[config.mk]
export PLATFORM = sky130hd
export DESIGN_NAME = io_timer_resp
export DESIGN_NICKNAME = d
export VERILOG_FILES = /design/src/rtl/io_timer_defs_pkg.sv /design/src/rtl/io_timer_prescaler.sv /design/src/rtl/io_timer_resp.sv
export SDC_FILE = /design/constraint.sdc
export NUM_CORES = 1
export LEC_CHECK = 0
export BUFFER_PORTS_ARGS = -buffer_cell sky130_fd_sc_hd__buf_2
export CAP_MARGIN = 20
export CORE_ASPECT_RATIO = 1.25
export CORE_MARGIN = 3
export CORE_UTILIZATION = 45
export CTS_CLUSTER_DIAMETER = 200
export DETAILED_ROUTE_END_ITERATION = 8
export GPL_TIMING_DRIVEN = 0
export HOLD_SLACK_MARGIN = 0.08
export SETUP_SLACK_MARGIN = 0.1
export SLEW_MARGIN = 20
export SYNTH_ARGS = -nofsm -noshare
export SYNTH_HDL_FRONTEND = slang
export SYNTH_SLANG_ARGS = --single-unit
[constraint.sdc]
create_clock -name clk -period 2.6 [get_ports clk]
set_input_delay 0.26 -clock clk [delete_from_list [all_inputs] [get_ports clk]]
set_output_delay 0.26 -clock clk [all_outputs]
set_load 0.01 [all_outputs]
[src/rtl/io_timer_defs_pkg.sv]
// Shared IO timer constants: register word indices, CTRL/STATUS bit positions, default region.
// Pure definitions, no logic; the responder and software headers both mirror these values.
package io_timer_defs_pkg;
    localparam logic [10:0] IO_BASE_DEF = 11'h010;

    localparam logic [2:0] W_MTIME_LO = 3'd0;
    localparam logic [2:0] W_MTIME_HI = 3'd1;
    localparam logic [2:0] W_CMP_LO   = 3'd2;
    localparam logic [2:0] W_CMP_HI   = 3'd3;
    localparam logic [2:0] W_CTRL     = 3'd4;
    localparam logic [2:0] W_PRESCALE = 3'd5;
    localparam logic [2:0] W_STATUS   = 3'd6;
    localparam logic [2:0] W_RSVD     = 3'd7;

    localparam int CTRL_EN     = 0;
    localparam int CTRL_IRQ_EN = 1;
    localparam int STAT_PEND   = 0;
    localparam int STAT_WRAP   = 1;
endpackage

[src/rtl/io_timer_prescaler.sv]
// Timer prescaler: o_inc is combinational on the increment cycle, o_tick follows it one cycle later.
// No backpressure; i_clr restarts the count from zero.
module io_timer_prescaler #(
    parameter int PS_WIDTH = 16
) (
    input  logic                clk,
    input  logic                rst,
    input  logic                i_en,
    input  logic                i_clr,
    input  logic [PS_WIDTH-1:0] i_prescale,
    output logic                o_inc,
    output logic                o_tick
);
    logic [PS_WIDTH-1:0] r_pc;
    logic                r_tick;

    assign o_inc  = i_en && (r_pc == i_prescale);
    assign o_tick = r_tick;

    always_ff @(posedge clk) begin
        if (rst) begin
            r_pc   <= '0;
            r_tick <= 1'b0;
        end else begin
            r_tick <= o_inc;
            if (i_clr || o_inc) begin
                r_pc <= '0;
            end else if (i_en) begin
                r_pc <= r_pc + 1'b1;
            end
        end
    end
endmodule

[src/rtl/io_timer_resp.sv]
// Memory-mapped 64-bit machine timer; read data one cycle after request, 0 otherwise, writes take effect at once.
// Optional coherent MTIME_HI shadow under IO_TIMER_SHADOW_EN; no backpressure, always ready.
module io_timer_resp
    import io_timer_defs_pkg::*;
#(
    parameter logic [10:0] IO_BASE  = IO_BASE_DEF,
    parameter int          PS_WIDTH = 16
) (
    input  logic        clk,
    input  logic        rst,
    input  logic        dma_io_we,
    input  logic [13:0] dma_io_wadr,
    input  logic [31:0] dma_io_wdata,
    input  logic [13:0] dma_io_radr,
    input  logic        dma_io_radr_en,
    output logic [31:0] dma_io_rdata,
    output logic        timer_irq,
    output logic        timer_tick
);
    logic [63:0]         r_mtime;
    logic [63:0]         r_cmp;
    logic [1:0]          r_ctrl;
    logic [PS_WIDTH-1:0] r_prescale;
    logic                r_pend;
    logic                r_wrap;
    logic [31:0]         r_rdata;

    logic        w_wr_hit;
    logic        w_rd_hit;
    logic [2:0]  w_widx;
    logic [2:0]  w_ridx;
    logic        w_wr_mt;
    logic        w_inc;
    logic        w_wrap;
    logic        w_w1c;
    logic        w_ps_clr;
    logic [31:0] w_ps_rd;
    logic [31:0] w_hi_rd;
    logic [31:0] w_rd_val;

    assign w_wr_hit = dma_io_we && (dma_io_wadr[13:3] == IO_BASE);
    assign w_rd_hit = dma_io_radr_en && (dma_io_radr[13:3] == IO_BASE);
    assign w_widx   = dma_io_wadr[2:0];
    assign w_ridx   = dma_io_radr[2:0];
    assign w_wr_mt  = w_wr_hit && ((w_widx == W_MTIME_LO) || (w_widx == W_MTIME_HI));
    assign w_ps_clr = w_wr_hit && ((w_widx == W_CTRL) || (w_widx == W_PRESCALE));
    assign w_w1c    = w_wr_hit && (w_widx == W_STATUS) && dma_io_wdata[STAT_WRAP];
    // A software write to mtime swallows the increment, so it cannot wrap either.
    assign w_wrap   = w_inc && !w_wr_mt && (r_mtime == 64'hFFFF_FFFF_FFFF_FFFF);

    io_timer_prescaler #(.PS_WIDTH(PS_WIDTH)) u_prescaler (
        .clk        (clk),
        .rst        (rst),
        .i_en       (r_ctrl[CTRL_EN]),
        .i_clr      (w_ps_clr),
        .i_prescale (r_prescale),
        .o_inc      (w_inc),
        .o_tick     (timer_tick)
    );

`ifdef IO_TIMER_SHADOW_EN
    logic [31:0] r_shadow;

    always_ff @(posedge clk) begin
        if (rst) begin
            r_shadow <= '0;
        end else if (w_rd_hit && (w_ridx == W_MTIME_LO)) begin
            r_shadow <= r_mtime[63:32];
        end
    end

    assign w_hi_rd = r_shadow;
`else
    assign w_hi_rd = r_mtime[63:32];
`endif

    always_comb begin
        w_ps_rd                 = '0;
        w_ps_rd[PS_WIDTH-1:0]   = r_prescale;
    end

    always_comb begin
        w_rd_val = '0;
        case (w_ridx)
            W_MTIME_LO: w_rd_val = r_mtime[31:0];
            W_MTIME_HI: w_rd_val = w_hi_rd;
            W_CMP_LO:   w_rd_val = r_cmp[31:0];
            W_CMP_HI:   w_rd_val = r_cmp[63:32];
            W_CTRL:     w_rd_val = {30'd0, r_ctrl};
            W_PRESCALE: w_rd_val = w_ps_rd;
            W_STATUS:   w_rd_val = {30'd0, r_wrap, r_pend};
            default:    w_rd_val = '0;
        endcase
    end

    always_ff @(posedge clk) begin
        if (rst) begin
            r_mtime    <= '0;
            r_cmp      <= '0;
            r_ctrl     <= '0;
            r_prescale <= '0;
            r_pend     <= 1'b0;
            r_wrap     <= 1'b0;
            r_rdata    <= '0;
        end else begin
            r_pend  <= (r_mtime >= r_cmp);
            r_rdata <= w_rd_hit ? w_rd_val : 32'd0;

            if (w_wr_hit && (w_widx == W_MTIME_LO)) begin
                r_mtime[31:0] <= dma_io_wdata;
            end else if (w_wr_hit && (w_widx == W_MTIME_HI)) begin
                r_mtime[63:32] <= dma_io_wdata;
            end else if (w_inc) begin
                r_mtime <= r_mtime + 64'd1;
            end

            if (w_wr_hit && (w_widx == W_CMP_LO)) r_cmp[31:0]  <= dma_io_wdata;
            if (w_wr_hit && (w_widx == W_CMP_HI)) r_cmp[63:32] <= dma_io_wdata;
            if (w_wr_hit && (w_widx == W_CTRL))   r_ctrl       <= dma_io_wdata[1:0];
            if (w_wr_hit && (w_widx == W_PRESCALE)) begin
                r_prescale <= dma_io_wdata[PS_WIDTH-1:0];
            end

            if (w_wrap) begin
                r_wrap <= 1'b1;
            end else if (w_w1c) begin
                r_wrap <= 1'b0;
            end
        end
    end

    assign dma_io_rdata = r_rdata;
    assign timer_irq    = r_pend && r_ctrl[CTRL_IRQ_EN];
endmodule

==> results.json, run 1 <==
{
  "drc": 0,
  "synth_async_sr_flop_share_pct": 0,
  "path_depth": 9,
  "routed_wirelength_um": 44730,
  "htree_levels": 4,
  "endpoint": "r_mtime[50]$_SDFFE_PP0P_",
  "fin_crit_sh_pct": 94.91,
  "status": "completed",
  "die_w_um": 148,
  "crit_required_ns": 2.91,
  "clock_latency_ns": 0.45,
  "ir_drop_mv": 0.4827,
  "mostFrequentLayoutCells": "nand2_1 (221), nor2_1 (164), dfxtp_1 (163)",
  "min_path_cells": 3,
  "switching_share_pct": 27.38,
  "highest_layer": "met4",
  "syn_area_per_cell_um2": 7.716,
  "grt_use_total_pct": 32.41,
  "regToRegSetupSlack_ns": 0.13,
  "layout_commonest_cell": "nand2_1",
  "syn_nets": 1600,
  "worst_slew_pin_slew_ns": 0.9257,
  "avgRoutedWirePerCell_um": 22.87,
  "n_antenna_cell": 0,
  "layout.nets": 1743,
  "grt_pass1_wl_um": 66520,
  "seqPwrFrac_pct": 49.8,
  "path_cells": "xor2_2 > nor4_4 > nand3_4 > buf_4 > o31ai_4 > buf_4 > o21ai_0 > a22oi_1 > nor2_1",
  "ant_nets": 0,
  "maxSlewHeadroom_pct": 38.29,
  "coreArea_mm2": 0.02466,
  "synth.distinct_cells": 68,
  "r2r-end": "r_mtime[50]$_SDFFE_PP0P_",
  "pwr-share-comb_pct": 6.1,
  "slowest_stage": "dfxtp_4",
  "ys.flop_type": "dfxtp_1",
  "ys_ff_latch": 197,
  "place_congestion": 1.002,
  "rows": 64,
  "slew_violations": 0,
  "rsz0062_at_grt": "true",
  "arrival_ns": 2.78,
  "tritoncts": "done",
  "clkPwrFrac_pct": 44.0,
  "start_util_pct": 45.99,
  "first_pass_iters": 5,
  "cp-start-kind": "flop",
  "grt_max_degree": 20,
  "synth-edff-count": 0,
  "slowest_delay_ns": 0.37,
  "synth-seq-area-share_pct": 34.77,
  "syn_area_mm2": 0.01134,
  "max-cap-violations": 0,
  "pin_count": 98,
  "clkTransAtPathRegs_ns": 0.08,
  "numCtsBuffers": 17,
  "num_vias": 11580,
  "vias_per_cell": 5.922,
  "hp-class": "in -> reg",
  "io_buffers": 93,
  "ctsHoldBuffers": 0,
  "wl_met1_um": 17550,
  "path_delay_family": "simple AND/OR/NAND/NOR gates",
  "overflow": 0,
  "cp_common_cell": "buf_4",
  "fin_cells": 1956,
  "setup_viol": 0,
  "clock-sinks": 197,
  "nFillCells": 2451,
  "p_per_area_mw_per_mm2": 451.4,
  "finalHoldViolCount": 0,
  "dr.first_iter.drc_count": 952,
  "yosys_warnings": 0,
  "crit_start": "r_prescale[1]$_SDFFE_PP0P_",
  "dp_hpwl_um": 33840,
  "path_buf_inv": 2,
  "r2r-start": "r_prescale[1]$_SDFFE_PP0P_",
  "cp-end-kind": "flop",
  "drive_gt1_share_pct": 17.40,
  "rr_worst_depth": 9,
  "post-route-min-period_ns": 2.468,
  "critical_path.max_fanout": 10,
  "max_freq_mhz": 405.3,
  "wl_met3_um": 2511,
  "leakagePower_nw": 5.044,
  "dr_wl_met2_um": 20200,
  "dp.cells": 1894,
  "p_total_mw": 6.087,
  "antenna_found_initial": 0,
  "crit_type": "reg -> reg",
  "grt_pass1_vias": 11220,
  "skew_ns": 0.01015,
  "max-clock-path-buffers": 2,
  "power.internal_mw": 4.420,
  "cts.root.buffer_cell": "clkbuf_16",
  "die_h_um": 183.5,
  "syn2layout_area_growth_pct": 18.90,
  "p_switching_mw": 1.667,
  "fp.dieArea_mm2": 0.02716,
  "synth_cells": 1470
}
cells by family (layout without fill, tap and decap cells):
logic type / Yosys count / in the layout / synth area share (%)
buffers and inverters: 165 / 321 / 5.593
xor gates and xnor gates: 60 / 60 / 4.699
muxes: 26 / 26 / 2.526
and+or+nand+nor: 604 / 604 / 25.38
AOI/OAI and AO/OA: 352 / 352 / 19.75
adders and majority gates: 66 / 66 / 7.281
DFF: 197 / 197 / 34.77
area by class of cell:
type | instances | area, µm² | area share, %
repair buffers | 124 | 708.2 | 5.251
multi-input cells | 1108 | 7099 | 52.64
plain buffers | 92 | 400.4 | 2.969
clock buffers | 18 | 439.2 | 3.257
flip-flops and latches | 197 | 4011 | 29.75
inverters | 73 | 274.0 | 2.032
clock inverters | 14 | 140.1 | 1.039
well taps | 330 | 412.9 | 3.062
Yosys cell counts, types with 29 or more instances:
library cell | count | area share [%]
a21oi_1 | 157 | 6.9
a22oi_1 | 31 | 2.1
clkbuf_1 | 71 | 2.3
dfxtp_1 | 197 | 35
ha_1 | 66 | 7.3
inv_1 | 73 | 2.4
nand2_1 | 223 | 7.4
nand3_1 | 45 | 2.0
nand4_1 | 43 | 2.4
nor2_1 | 167 | 5.5
o21ai_0 | 29 | 1.3
xor2_1 | 41 | 3.2
power groups by stage:
stage          Sequential [mW]  Combinational (mW)  Clock, mW
2_1_floorplan             3.11               0.154          0
3_3_place_gp              3.11               0.351          0
3_5_place_dp              3.11               0.352          0
4_1_cts                   3.03               0.354       2.70
5_1_grt                   3.03               0.390       2.83
6_report                  3.03               0.374       2.68
layer usage:
| layer | vias up | global-route usage (%) |
|---|---|---|
| met1 | 5439 | 38.34 |
| met4 | 0 | 26.58 |
| met3 | 154 | 3.872 |
| met2 | 509 | 52.70 |
| met5 | - | 0 |
| li1 | 5481 | - |
how the worst min path moves through the flow:
stage | startpoint | endpoint | slack (ns)
after floorplan | dma_io_wdata[28] | r_mtime[60]$_SDFFE_PP0P_ | 0.38
after global placement | r_cmp[52]$_SDFFE_PP0P_ | r_cmp[52]$_SDFFE_PP0P_ | 0.45
after detailed placement | r_cmp[52]$_SDFFE_PP0P_ | r_cmp[52]$_SDFFE_PP0P_ | 0.46
after CTS | dma_io_wdata[26] | r_cmp[26]$_SDFFE_PP0P_ | 0.09
after global routing | dma_io_wdata[27] | r_cmp[27]$_SDFFE_PP0P_ | 0.09
final | dma_io_wdata[27] | r_cmp[27]$_SDFFE_PP0P_ | 0.1
worst min-delay path, cell delays in order:
cell	delay, ns
buf_2	0.13
nand2_1	0.06
a21oi_1	0.05
sequential cells by signal (all words and copies together) (netlist names):
name	cells
dma_io_rdata	32
r_cmp	64
r_ctrl	2
r_mtime	64
r_pend	1
r_prescale	16
r_wrap	1
u_prescaler.o_tick	1
u_prescaler.r_pc	16
what timing repair did:
action                                  in CTS  in global routing
buffers inserted                             6                 23
gates cloned                                 0                  1
gates resized for setup                     61                 79
hold endpoints to repair                     0                  0
pin swaps                                    8                 18
endpoints found under the setup margin      82                121
stage by stage:
stage | utilization, % | setup TNS, ns | cell area, µm² | worst slack (ns) | hold WS (ns)
2_1_floorplan | - | 0 | 11340 | 0.3657 | 0.3776
3_5_place_dp | 49.60 | -25.21 | 12230 | -0.5192 | 0.4613
4_1_cts | 52.97 | 0 | 13070 | 0.1055 | 0.09150
6_report | 54.68 | 0 | 13490 | 0.1324 | 0.09837
5_1_grt | 54.68 | 0 | 13490 | 0.04076 | 0.09139
3_3_place_gp | 49.55 | -22.52 | 12220 | -0.6197 | 0.4549
Power figures use the tool's default switching activity.
==> run 2: changes to the inputs <==
--- a/config.mk
+++ b/config.mk
@@ -14,7 +14,6 @@
 export DETAILED_ROUTE_END_ITERATION = 8
 export GPL_TIMING_DRIVEN = 0
 export HOLD_SLACK_MARGIN = 0.08
-export SETUP_SLACK_MARGIN = 0.1
 export SLEW_MARGIN = 20
 export SYNTH_ARGS = -nofsm -noshare
 export SYNTH_HDL_FRONTEND = slang
==> constraint.sdc (replaced) <==
create_clock -name clk -period 3.2 [get_ports clk]
set_input_delay 0.32 -clock clk [delete_from_list [all_inputs] [get_ports clk]]
set_output_delay 0.32 -clock clk [all_outputs]
set_load 0.01 [all_outputs]
==> results.json, run 2 (same netlist as run 1, synthesis figures left out) <==
{
  "status": "completed",
  "r2r-start": "r_prescale[1]$_SDFFE_PP0P_",
  "skew_ns": 0.01109,
  "layout.nets": 1713,
  "vias_per_cell": 5.970,
  "die_w_um": 148,
  "antenna_found_initial": 0,
  "dp_hpwl_um": 33840,
  "finalSetupTns_ns": 0,
  "io_buffers": 93,
  "utilization_pct": 52.05,
  "cts_resized": 0,
  "clock-sinks": 197,
  "ir_drop_mv": 0.3922,
  "cp-end-kind": "flop",
  "post-route-min-period_ns": 3.032,
  "fin_area_mm2": 0.01284,
  "leakagePower_nw": 4.699,
  "dp.cells": 1894,
  "syn2layout_area_growth_pct": 13.18,
  "finalHoldViolCount": 0,
  "cp-start-kind": "flop",
  "place_congestion": 1.002,
  "mostFrequentLayoutCells": "nand2_1 (223), dfxtp_1 (197), nor2_1 (167)",
  "clkTransAtPathRegs_ns": 0.08,
  "setup_viol": 0,
  "min_to": "r_cmp[59]$_SDFFE_PP0P_",
  "grt_pass1_wl_um": 66060,
  "r2r-end": "u_prescaler.r_pc[8]$_SDFFE_PP0P_",
  "maxSlewHeadroom_pct": 39.16,
  "avgRoutedWirePerCell_um": 22.90,
  "htree_levels": 4,
  "rsz0062_at_grt": "false",
  "path_cells": "xor2_1 > nor4_2 > nand3_2 > nor2_1 > or3_1 > clkbuf_1 > clkbuf_1 > nor2_1",
  "path_buf_inv": 2,
  "rows": 64,
  "dr.first_iter.drc_count": 1002,
  "placed_cell_area_mm2": 0.01223,
  "first_pass_iters": 5,
  "coreArea_mm2": 0.02466,
  "num_vias": 11500,
  "grt_pass1_vias": 11160,
  "min_path_cells": 3,
  "fp.dieArea_mm2": 0.02716,
  "numCtsBuffers": 17,
  "hp-class": "in -> reg",
  "regToRegSetupSlack_ns": 0.17,
  "pin_count": 98,
  "grt_max_degree": 20,
  "rr_worst_depth": 8,
  "crit_start": "r_prescale[1]$_SDFFE_PP0P_",
  "slowest_delay_ns": 0.54,
  "start_util_pct": 45.99,
  "crit_required_ns": 3.53,
  "routed_wirelength_um": 44110,
  "path_delay_family": "simple AND/OR/NAND/NOR gates",
  "worst_slew_pin_slew_ns": 0.9125,
  "die_h_um": 183.5,
  "tritoncts": "done",
  "overflow": 0,
  "critical_path.max_fanout": 10,
  "layout_commonest_cell": "nand2_1",
  "ctsHoldBuffers": 0,
  "n_antenna_cell": 0,
  "arrival_ns": 3.36,
  "p_per_area_mw_per_mm2": 384.5,
  "fin_cells": 1926,
  "clock_latency_ns": 0.45,
  "ant_nets": 0,
  "slew_violations": 0,
  "drive_gt1_share_pct": 10.53,
  "max-cap-violations": 0,
  "slowest_stage": "nor2_1",
  "crit_type": "reg -> reg",
  "max-clock-path-buffers": 2,
  "cts.root.buffer_cell": "clkbuf_16",
  "hp-start": "dma_io_wdata[27]",
  "fin_crit_sh_pct": 94.74,
  "max_freq_mhz": 329.8,
  "cts_setup_buffers": 0,
  "nFillCells": 2514,
  "grt_use_total_pct": 32.19,
  "drc": 0
}
-- run 2: stage by stage --
step | setup slack, ns | hold WS [ns] | power [mW]
final | 0.1682 | 0.1618 | 4.936
after global routing | 0.04312 | 0.1623 | 5.077
after CTS | 0.04492 | 0.1515 | 4.952
after detailed placement | 0.08078 | 0.4613 | 2.814
after global placement | -0.07971 | 0.4549 | 2.813
after floorplan | 0.9657 | 0.4376 | 2.648
-- run 2: area by class of cell --
type / instances / area [µm²] / area share, %
Sequential cell: 197 / 3944 / 30.72
Clock inverter: 14 / 140.1 / 1.092
Clock buffer: 18 / 439.2 / 3.421
Buffer: 92 / 360.3 / 2.807
Tap cell: 330 / 412.9 / 3.216
Timing Repair Buffer: 94 / 473.0 / 3.684
Inverter: 73 / 274.0 / 2.135
Multi-Input combinational cell: 1108 / 6794 / 52.92
-- run 2: worst max path at each step --
stage	end	slack, ns	cells after the start
after global routing	u_prescaler.r_pc[5]$_SDFFE_PP0P_	0.04	8
after global placement	r_wrap$_SDFFE_PP0P_	-0.08	8
after floorplan	r_mtime[59]$_SDFFE_PP0P_	0.97	10
after CTS	r_mtime[53]$_SDFFE_PP0P_	0.04	7
final	u_prescaler.r_pc[8]$_SDFFE_PP0P_	0.17	8
after detailed placement	r_mtime[53]$_SDFFE_PP0P_	0.08	7
-- run 2: metal layers --
| layer | part of all wire (%) | track usage (%) | vias up |
|---|---|---|---|
| met5 | 0 | 0 | - |
| met4 | 10 | 27.10 | 0 |
| met3 | 6.1 | 3.847 | 146 |
| met2 | 45 | 51.95 | 544 |
| met1 | 39 | 38.12 | 5385 |
| li1 | - | - | 5424 |
-- run 2: where the power goes --
group	internal [mW]	total (mW)	switching (mW)	leakage (nW)
combinational	0.0802	0.295	0.215	2.83
sequential	2.46	2.47	0.0129	1.59
clock	1.06	2.17	1.11	0.278
total	3.60	4.94	1.34	4.70
-- run 2: tightest hold or removal path, cell delays in order --
cell and delay, ns:
buf_2 0.14, nand2_1 0.06, a21oi_1 0.05
==> run 3: changes to the inputs <==
--- a/config.mk
+++ b/config.mk
@@ -17,4 +17,5 @@
 export SLEW_MARGIN = 20
 export SYNTH_ARGS = -nofsm -noshare
 export SYNTH_HDL_FRONTEND = slang
+export SYNTH_HIERARCHICAL = 1
 export SYNTH_SLANG_ARGS = --single-unit
==> results.json, run 3 <==
{
  "drive_gt1_share_pct": 12.20,
  "syn_nets": 1524,
  "synth.distinct_cells": 70,
  "status": "completed",
  "syn_area_per_cell_um2": 8.038,
  "synth_top_family_by_area": "simple AND/OR/NAND/NOR gates",
  "synth_async_sr_flop_share_pct": 0,
  "synth_mux_area_share_pct": 4.121,
  "num_vias": 11210,
  "clkPwrFrac_pct": 44.1,
  "coreArea_mm2": 0.02412,
  "io_buffers": 93,
  "seqPwrFrac_pct": 51.1,
  "tritoncts": "done",
  "leakagePower_nw": 4.525,
  "cp-end-kind": "flop",
  "power.internal_mw": 3.552,
  "regToRegSetupSlack_ns": 0.15,
  "synth_fa_ha_area_share_pct": 7.370,
  "numCtsBuffers": 17,
  "dp_hpwl_um": 32060,
  "r2r-end": "r_mtime[18]$_SDFFE_PP0P_",
  "start_util_pct": 46.45,
  "dp.cells": 1812,
  "pin_count": 98,
  "clkTransAtPathRegs_ns": 0.08,
  "overflow": 0,
  "synth-edff-count": 0,
  "htree_levels": 4,
  "drc": 0,
  "skew_ns": 0.01485,
  "rsz0062_at_grt": "false",
  "max_freq_mhz": 327.7,
  "maxSlewHeadroom_pct": 19.12,
  "ant_nets": 0,
  "place_congestion": 0.9691,
  "max-cap-violations": 0,
  "fin_cells": 1850,
  "synth_cells": 1394,
  "placed_cell_area_mm2": 0.01209,
  "finalHoldViolCount": 0,
  "routed_wirelength_um": 41790,
  "die_h_um": 182.4,
  "finalSetupTns_ns": 0,
  "first_pass_iters": 7,
  "clock_latency_ns": 0.45,
  "synth-seq-area-share_pct": 35.20,
  "switching_share_pct": 25.89,
  "worst_slew_pin_slew_ns": 1.204,
  "endpoint": "r_mtime[18]$_SDFFE_PP0P_",
  "arrival_ns": 3.42,
  "critical_path.max_fanout": 8,
  "r2r-start": "r_mtime[9]$_SDFFE_PP0P_",
  "rows": 63,
  "antenna_found_initial": 1,
  "synth.area.top_cells": "dfxtp_1 (35%), nand2_1 (7.8%), ha_1 (7.4%), a21oi_1 (5.5%), nor2_1 (4.1%)",
  "layout.nets": 1642,
  "post-route-min-period_ns": 3.052,
  "place_ws_ns": -1.324,
  "p_per_area_mw_per_mm2": 375.6,
  "p_switching_mw": 1.241,
  "cp-start-kind": "flop",
  "slew_violations": 0,
  "ys_ff_latch": 197,
  "yosys_warnings": 6,
  "pwr-share-comb_pct": 4.8,
  "grt_max_degree": 19,
  "crit_type": "reg -> reg",
  "ys.flop_type": "dfxtp_1",
  "max-clock-path-buffers": 2,
  "hp-class": "in -> reg",
  "synth_xor_area_share_pct": 4.612,
  "clock-sinks": 197,
  "crit_start": "r_mtime[9]$_SDFFE_PP0P_",
  "synth_top_area_share_pct": 35.20,
  "layout_setup_ws_ns": 0.1481,
  "rr_worst_depth": 8,
  "hp-start": "rst",
  "yosysMostFrequentCell": "nand2_1",
  "synth-simple-area-share_pct": 24.79,
  "cts.root.buffer_cell": "clkbuf_16",
  "ir_drop_mv": 0.3274,
  "syn2layout_area_growth_pct": 13.90,
  "grt_use_total_pct": 31.09,
  "die_w_um": 147.1,
  "layout_commonest_cell": "nand2_1",
  "synthTopCellsByCount": "nand2_1 (232), dfxtp_1 (197), a21oi_1 (124)",
  "grt_pass1_vias": 10860,
  "fp.dieArea_mm2": 0.02684,
  "dr.first_iter.drc_count": 1065,
  "grt_pass1_wl_um": 64270,
  "fin_crit_sh_pct": 95.37,
  "vias_per_cell": 6.059,
  "avgRoutedWirePerCell_um": 22.59,
  "synth-compound-area-share_pct": 18.25,
  "synth_top_area_cell": "dfxtp_1",
  "crit_required_ns": 3.57,
  "fin_area_mm2": 0.01276,
  "syn_area_mm2": 0.01120,
  "setup_viol": 0,
  "mostFrequentLayoutCells": "nand2_1 (231), dfxtp_1 (197), a21oi_1 (124)",
  "n_antenna_cell": 0
}
[run 3: cell count changes after synthesis, moves of 9 or more]
cell	before	now
xor2_1	41	30
mux2i_1	23	9
nor4_1	9	19
a221oi_1	17	3
mux4_2	2	16
nand2_1	223	232
a21oi_1	157	124
xnor2_1	18	29
nand3_1	45	36
nor2_1	167	123
a222oi_1	0	15
[run 3: worst max-delay path, stage by stage (launching register included)]
cell and delay (ns):
dfxtp_1 0.48, and3_1 0.20, clkbuf_1 0.48, and4_1 0.29, clkbuf_1 0.43, nand2_2 0.29
or3_1 0.42, xor2_1 0.15, a211oi_1 0.22
[run 3: timing repair]
| item | CTS | global route |
|---|---|---|
| setup endpoints to repair | 60 | 52 |
| endpoints found under the hold margin | 0 | 0 |
| buffers inserted | 5 | 1 |
| hold buffers | 0 | 0 |
| resized for setup | 10 | 4 |
| gates cloned | 0 | 0 |
| pin swaps | 0 | 2 |
[run 3: worst min path at each step]
| stage | depth (start not counted) | slack [ns] | end |
|---|---|---|---|
| after floorplan | 1 | 0.39 | u_prescaler/o_tick$_SDFF_PP0_ |
| after global placement | 2 | 0.45 | r_cmp[33]$_SDFFE_PP0P_ |
| after detailed placement | 2 | 0.46 | r_cmp[44]$_SDFFE_PP0P_ |
| after CTS | 2 | 0.1 | u_prescaler/o_tick$_SDFF_PP0_ |
| after global routing | 2 | 0.13 | u_prescaler/o_tick$_SDFF_PP0_ |
| final | 2 | 0.10 | u_prescaler/o_tick$_SDFF_PP0_ |
[run 3: final cells by class]
cell class	instances	area, µm²
Tap cell	325	406.6
Clock inverter	13	117.6
Inverter	77	289.0
Fill cell	2396	11360
Buffer	85	349.1
Multi-Input combinational cell	1035	6690
Sequential cell	197	3944
Timing Repair Buffer	99	523.0
Clock buffer	19	442.9
[run 3: power groups by stage]
stage	registers, mW	clock network (mW)	logic, mW
detailed placement	2.51	0	0.224
CTS	2.45	2.14	0.225
global placement	2.51	0	0.222
global route	2.45	2.23	0.240
finish	2.45	2.11	0.229
floorplan	2.51	0	0.0872
[run 3: through the flow]
step / hold slack [ns] / power, mW / utilization (%)
CTS: 0.09929 / 4.814 / 52.82
detailed placement: 0.4612 / 2.732 / 50.11
global placement: 0.4542 / 2.730 / 50.07
floorplan: 0.3916 / 2.595 / -
finish: 0.1043 / 4.794 / 52.91
global route: 0.1265 / 4.924 / 52.91
[run 3: cell families after synthesis]
logic type,after synthesis
compound gates,310
simple gates,574
flops,197
xor+xnor,59
buf+inv,162
fa+ha+maj,66
mux,26
[run 3: metal layers]
layer | track usage (%) | wire [µm] | share of wire (%)
met2 | 53.75 | 20540 | 49
met5 | 0 | 13 | 0.031
met1 | 37.21 | 16260 | 39
met4 | 17.83 | 2662 | 6.4
met3 | 3.850 | 2305 | 5.5
